$ cat config.mk
export PLATFORM = sky130hd
export DESIGN_NAME = fc_row_sequencer
export DESIGN_NICKNAME = d
export VERILOG_FILES = /design/src/rtl/fc_row_sequencer.sv
export SDC_FILE = /design/constraint.sdc
export NUM_CORES = 1
export LEC_CHECK = 0
export CAP_MARGIN = 20
export CORE_ASPECT_RATIO = 0.6
export CORE_UTILIZATION = 50
export DETAILED_ROUTE_END_ITERATION = 8
export PLACE_DENSITY = 0.88
export SYNTH_ARGS = -nofsm -noshare
export SYNTH_HDL_FRONTEND = slang
export SYNTH_SLANG_ARGS = --single-unit
$ cat constraint.sdc
create_clock -name clk -period 4.1 [get_ports clk]
set_input_delay 1.025 -clock clk [delete_from_list [all_inputs] [get_ports clk]]
set_output_delay 1.025 -clock clk [all_outputs]
set_load 0.1 [all_outputs]
$ cat src/rtl/fc_row_sequencer.sv
// Sequencer for one fully-connected layer: latches an input vector, streams
// weight passes through a shared binary engine, then drains results row by row.
module fc_row_sequencer #(
  parameter  int INPUT_DIM     = 16,
  parameter  int BIT_CNT       = 8,
  parameter  int OUT_ROWS      = 32,
  parameter  int ROWS_PER_PASS = 4,
  localparam int NPASS         = OUT_ROWS / ROWS_PER_PASS,
  localparam int AW            = (NPASS > 1) ? $clog2(NPASS) : 1,
  localparam int IW            = (OUT_ROWS > 1) ? $clog2(OUT_ROWS) : 1
) (
  input  logic                               clk,
  input  logic                               rst_n,
  input  logic                               in_valid,
  output logic                               in_ready,
  input  logic [INPUT_DIM*BIT_CNT-1:0]       in_data,
  output logic                               w_rd_en,
  output logic [AW-1:0]                      w_addr,
  input  logic [ROWS_PER_PASS*INPUT_DIM-1:0] w_rdata,
  output logic [INPUT_DIM*BIT_CNT-1:0]       eng_value,
  output logic [ROWS_PER_PASS*INPUT_DIM-1:0] eng_weight,
  input  logic [ROWS_PER_PASS*BIT_CNT-1:0]   eng_result,
  output logic                               out_valid,
  input  logic                               out_ready,
  output logic [BIT_CNT-1:0]                 out_data,
  output logic [IW-1:0]                      out_idx,
  output logic                               busy,
  output logic                               done
);

  // state | meaning
  // IDLE  | waiting for an input vector, in_ready high
  // FETCH | one weight read per cycle, capturing the previous pass
  // FLUSH | capture of the final pass, no read
  // DRAIN | presenting buffered results one row at a time
  typedef enum logic [1:0] {
    IDLE  = 2'd0,
    FETCH = 2'd1,
    FLUSH = 2'd2,
    DRAIN = 2'd3
  } state_t;

  if (OUT_ROWS % ROWS_PER_PASS != 0) begin : g_bad_cfg
    $fatal(1, "fc_row_sequencer: OUT_ROWS must be a multiple of ROWS_PER_PASS");
  end

  state_t                          r_state;
  state_t                          w_next;
  logic [AW-1:0]                   r_addr;
  logic [AW-1:0]                   r_cap_pass;
  logic                            r_cap_valid;
  logic [INPUT_DIM*BIT_CNT-1:0]    r_vec;
  logic [BIT_CNT-1:0]              r_buf [OUT_ROWS];
  logic [IW-1:0]                   r_idx;
  logic                            r_done;

  logic                            w_in_hs;
  logic                            w_last_addr;
  logic                            w_out_hs;
  logic                            w_last_row;

  assign w_in_hs     = (r_state == IDLE) && in_valid;
  assign w_last_addr = (r_addr == AW'(NPASS - 1));
  assign w_out_hs    = (r_state == DRAIN) && out_ready;
  assign w_last_row  = (r_idx == IW'(OUT_ROWS - 1));

  always_comb begin
    w_next = r_state;
    case (r_state)
      IDLE:    if (in_valid) w_next = FETCH;
      FETCH:   if (w_last_addr) w_next = FLUSH;
      FLUSH:   w_next = DRAIN;
      DRAIN:   if (out_ready && w_last_row) w_next = IDLE;
      default: w_next = IDLE;
    endcase
  end

  always_ff @(posedge clk or negedge rst_n) begin
    if (!rst_n) begin
      r_state     <= IDLE;
      r_addr      <= '0;
      r_cap_pass  <= '0;
      r_cap_valid <= 1'b0;
      r_vec       <= '0;
      r_idx       <= '0;
      r_done      <= 1'b0;
      for (int i = 0; i < OUT_ROWS; i++) r_buf[i] <= '0;
    end else begin
      r_state     <= w_next;
      r_done      <= w_out_hs && w_last_row;
      r_cap_valid <= (r_state == FETCH);
      r_cap_pass  <= r_addr;

      if (w_in_hs) r_vec <= in_data;

      if (r_state == FETCH) r_addr <= w_last_addr ? '0 : r_addr + 1'b1;

      if (w_out_hs) r_idx <= w_last_row ? '0 : r_idx + 1'b1;

      // Weights read last cycle are on w_rdata now, so the engine result
      // belongs to the pass whose address was issued one cycle earlier.
      for (int p = 0; p < NPASS; p++) begin
        for (int k = 0; k < ROWS_PER_PASS; k++) begin
          if (r_cap_valid && (r_cap_pass == AW'(p)))
            r_buf[p*ROWS_PER_PASS + k] <= eng_result[k*BIT_CNT +: BIT_CNT];
        end
      end
    end
  end

  always_comb begin
    out_data = '0;
    for (int i = 0; i < OUT_ROWS; i++) begin
      if (r_idx == IW'(i)) out_data = r_buf[i];
    end
  end

  assign in_ready   = (r_state == IDLE);
  assign w_rd_en    = (r_state == FETCH);
  assign w_addr     = r_addr;
  assign eng_value  = r_vec;
  assign eng_weight = w_rdata;
  assign out_valid  = (r_state == DRAIN);
  assign out_idx    = r_idx;
  assign busy       = (r_state != IDLE);
  assign done       = r_done;

endmodule
* Word-level counts from Yosys, hierarchy flattened
Index checks and enable logic that the tools add are counted.
Storage, ports and cells: flip-flop bits (word level) 399, latch bits 0, memory bits (writable) 0, bits in read-only memories 0, output and inout port bits 213, word-level logic and storage cells 141, memories kept 0
Cells by class: $add $sub $neg 2, $mul 0, divide/modulo/power cells 0, $lt $le $gt $ge 0, equality and inequality tests 45, shift-type cells 0, mux-type cells 38, bitwise operators 0, reduce and logical (&&, ||, !) cells 17
Operators with widths (count):
- $mux 8 | 32
- $eq 5x5->1 const B | 16
- $eq 5x4->1 const B | 8
- $eq 5x3->1 const B | 4
- $eq 3x3->1 const B | 5
- $logic_and 1x1->1 | 12
- $eq 5x2->1 const B | 2
- $pmux 2 s4 | 1
- $eq 3x2->1 const B | 2
- $mux 2 | 3
- $add 5x1->5 const B | 1
- $eq 5x1->1 const B | 1
- $logic_not 5->1 | 1
- $mux 5 | 1
- $eq 2x2->1 const B | 2
- $ne 2x1->1 const B | 2
- $add 3x1->3 const B | 1
- $eq 3x1->1 const B | 1
- $logic_not 3->1 | 1
- $mux 3 | 1
- $reduce_and 3->1 | 1
- $eq 2x1->1 const B | 1
- $logic_not 2->1 | 1
- $ne 2x2->1 const B | 1
- $reduce_bool 2->1 | 1

* Depth between registers and ports, before layout
word-level depth 33, depth in mapped cells 13

* Worst setup path before layout
No wires, ideal clock.
kind register to output, from register r_idx[0] (netlist: out_idx[0]), to output port out_data[2], arrival 5471 ps, required time 3075 ps, path slack -2396 ps, stages on the path, launching flop included 13, path buffers 4, cells stage by stage dfrtp_1 -> ha_1 -> buf_2 -> buf_2 -> buf_2 -> and3_1 -> ha_1 -> clkbuf_1 -> nand2_1 -> o21ai_1 -> a21oi_1 -> or4_1 -> o31ai_1
On the way: word-level cells in the longest chain between the ends 33, elaborated cells between the ends (all ways) 64
Ends and longest elaborated chain:
- start, declared | line 54 | logic [IW-1:0] r_idx;
- start signal, assigned | line 98 | if (w_out_hs) r_idx <= w_last_row ? '0 : r_idx + 1'b1;
- $logic_not 5->1 | line 114 | if (r_idx == IW'(i)) out_data = r_buf[i];
- $mux 8 (31 in a row) | line 114
- $mux 8 * | line 114
- end, declared | line 25 | output logic [BIT_CNT-1:0] out_data,
Every way passes the cells marked *; elsewhere a longest branch is shown, timed or not.

* Worst setup path in the final report
from register r_idx[0] (netlist: out_idx[0]), to output port out_data[4]
The elaborated chain is that of the path after synthesis.

==> impl_results.md <==
- Run status: complete, but fails checks
- Failing checks: setup timing
- Most frequent cell on the critical path: buf_12
- Tmin final: roughly 4.3 ns
- Hold Crit Class: reg2reg
- Worst-margin pin slew: 1.13 ns
- Dpl hpwl: around 56 mm
- Pin count of the biggest net entering global routing: 90
- Crit path DAT: between 3 and 4 ns
- Clock H-tree levels: 2
- Clk sinks: about 400
- Final-report hold violation count: 0
- Fillers: 2706
- CP delay by family, top: compound AO/OA/AOI/OAI gates
- Gate Count Post-Synth: 1597
- Largest stage delay on the critical path: approximately 0.5 ns
- Synthesized area: between 15000 and 20000 µm²
- Setup crit start kind: register
- Initial detailed-routing violation count: roughly 2100
- Grt ovf: 0
- Flip-flop and latch area: between 10000 and 15000 µm²
- WL/cell: around 31 µm
- Count of cell types in the netlist: 80
- Final WS setup: -0.233 ns
- Setup tns final: -1.15 ns
- Main flop type after synthesis: dfrtp_1
- RePlAce Congestion: between 1 and 1.5
- TritonCTS clock tree: yes
- Worst-path clk slew: 0.07 ns
- Die X: 255 µm
- Initial core utilization: a little over 50%
- Vias/cell: between 6 and 7
- #FFs+latches synth: about 400
- EDFF count, synth: 0
- DRT Pass-1 Iters: 6
- Area Overhead vs Synth: 34.9%
- First-pass GRT wire length: 110 mm
- Multi-input gate area: between 8000 and 9000 µm²
- Final wirelength: about 79 mm
- Unrepaired setup endpoints after global routing: true
- Max-slew violations: 0
- Nets: about 2200
- CP bufs+invs: 4
- Clock Latency Late Sink: around 0.58 ns
- Mean Syn Cell Area: roughly 12 µm²
- Final setup fails: 8
- Area of the core: 37800 µm²
- I/O pins: ~440
- Max FO, Critical Path: 9
- Die ar.: around 39000 µm²
- Antenna Violating Nets Remaining: 0
- Drc violations: 0
- Crit path cell chain: buf_6 -> ha_4 -> buf_8 -> nor2b_4 -> buf_12 -> a21o_1 -> a32oi_2 -> o211ai_1 -> a31oi_2 -> o22ai_4 -> buf_12
- Clk buf depth: 3
- Initial antenna violation count: 3
- Worst EP required: slightly above 3 ns
- Sequential area share after synthesis: around half
- Slowest stage cell, crit path: dfrtp_4
- Worst Skew: 0.0280 ns
- Port-buffer cells: 312
- FMAX: ~0.23 GHz
- Number of global-route vias before repair: approximately 16000
- Cell Rows: 55
- Post-synthesis async set-or-reset flop share: 100%
- Final period utilization: 106%
- Share of layout cells above drive strength 1: around two fifths
- Inserted Clock Buffers: 39
- # hold bufs at CTS: 0
- Critical Path Sink Type: primary output
- Post-Syn Nets: between 1500 and 2000
- Die Y: 154 µm
- Via Count: between 15000 and 20000
- Most frequent cells in the layout: dfrtp_1, mux2_2, clkdlybuf4s50_1
- Root Buffer: clkbuf_16
- Relative slew slack: between 20% and 30%
- GRT Util Overall: roughly two fifths
- Setup CP Type: reg2out
- Internal reg-to-reg setup slack: ~1.8 ns
- Most common cell after layout, fill and taps aside: dfrtp_1
- Maxcap violations: 0
- Ys Warns: 0
metal layers:
| metal | part of all wire [%] | global-route usage, % | up-vias |
|---|---|---|---|
| li1 | - | - | 6511 |
| met1 | 40 | 55.3 | 8081 |
| met2 | 40 | 51.6 | 1159 |
| met3 | 16 | 21.8 | 230 |
| met4 | 3.0 | 10.9 | 4 |
| met5 | 0.032 | 0 | - |
sequential cells by signal, indices dropped and copies added, names as in the netlist:
signal / count
done: 1
eng_value: 128
out_idx: 5
r_buf: 256
r_cap_pass: 3
r_cap_valid: 1
r_state: 2
w_addr: 3
what timing repair did:
| item | CTS | global route |
|---|---|---|
| pin swaps | 25 | 26 |
| buffers inserted | 33 | 23 |
| resized for setup | 95 | 59 |
| cloned | 2 | 0 |
| endpoints found under the setup margin | 8 | 8 |
through the flow:
stage | area, µm² | worst slack (ns) | instances | util, % | hold WS (ns)
after floorplan | 19400 | -0.147 | 1597 | - | 0.470
after global placement | 23300 | 0.0477 | 2375 | 61.7 | 0.410
after detailed placement | 23300 | 0.0419 | 2375 | 61.7 | 0.420
after CTS | 25500 | -0.139 | 2482 | 67.4 | 0.432
after global routing | 25900 | -0.234 | 2503 | 68.7 | 0.439
final | 25900 | -0.233 | 2504 | 68.7 | 0.429
final cells by class:
class	count	share of cell area [%]
Timing Repair Buffer	496	18.9
Antenna cell	1	0.00964
Sequential cell	399	38.6
Tap cell	513	2.47
Clock buffer	55	4.30
Inverter	34	0.511
Multi-Input combinational cell	989	34.0
Clock inverter	17	1.20
cells in the mapped netlist, types with 5 or more instances:
| cell | count | share of area (%) |
|---|---|---|
| clkbuf_1 | 43 | 0.84 |
| a2bb2oi_1 | 5 | 0.23 |
| o221ai_1 | 15 | 0.68 |
| buf_2 | 45 | 1.2 |
| or3_1 | 5 | 0.16 |
| inv_1 | 33 | 0.64 |
| a211oi_1 | 12 | 0.47 |
| nand2b_1 | 15 | 0.49 |
| nand4bb_1 | 6 | 0.35 |
| nor2b_1 | 11 | 0.36 |
| buf_6 | 7 | 0.41 |
| a221oi_1 | 11 | 0.50 |
| buf_4 | 73 | 2.9 |
| dfrtp_1 | 399 | 52 |
| o22ai_1 | 25 | 0.81 |
| a31oi_1 | 7 | 0.23 |
| nor2_1 | 65 | 1.3 |
| a21oi_1 | 75 | 2.0 |
| and4b_1 | 8 | 0.42 |
| ha_1 | 12 | 0.78 |
| nand4b_1 | 11 | 0.50 |
| a21o_1 | 8 | 0.31 |
| nand4_1 | 9 | 0.29 |
| nand3_1 | 15 | 0.39 |
| o211ai_1 | 8 | 0.31 |
| buf_1 | 5 | 0.098 |
| nor3_1 | 31 | 0.81 |
| o2111ai_1 | 6 | 0.27 |
| and3_1 | 6 | 0.20 |
| o21a_1 | 9 | 0.35 |
| a22oi_1 | 7 | 0.27 |
| nand2_1 | 72 | 1.4 |
| a32oi_1 | 8 | 0.36 |
| o31ai_1 | 6 | 0.23 |
| nand3b_1 | 8 | 0.31 |
| o21ai_0 | 65 | 1.7 |
| mux2_2 | 373 | 22 |
path summary, 6_finish.rpt:
path                                   startpoint                    endpoint  depth (start not counted)
max                        out_idx[0]$_DFFE_PN0P_                 out_data[4]                         11
min                         w_addr[1]$_DFFE_PN0P_     r_cap_pass[1]$_DFF_PN0_                          0
max reg2reg                out_idx[0]$_DFFE_PN0P_      r_state[0]$_DFFE_PN0P_                         11
min reg2reg                 w_addr[1]$_DFFE_PN0P_     r_cap_pass[1]$_DFF_PN0_                          0
max in group asynchronous                   rst_n  eng_value[115]$_DFFE_PN0P_                          2
min in group asynchronous                   rst_n       r_buf[43]$_DFFE_PN0P_                          1
cells by family (layout without fill, tap and decap cells):
| logic type | Yosys count | after routing | share of synthesized area [%] |
|---|---|---|---|
| flip-flops | 399 | 399 | 51.9 |
| multiplexers | 374 | 374 | 21.9 |
| AO/OA/AOI/OAI | 305 | 305 | 10.4 |
| buffers and inverters | 209 | 602 | 6.08 |
| adder cells (fa/ha/maj) | 12 | 12 | 0.781 |
| other | 0 | 1 | 0 |
| AND/OR/NAND/NOR | 298 | 298 | 8.89 |
Power is left out: the tool's default activity adds up to more than one toggle a clock period on the data nets, which glitch-free logic cannot reach.
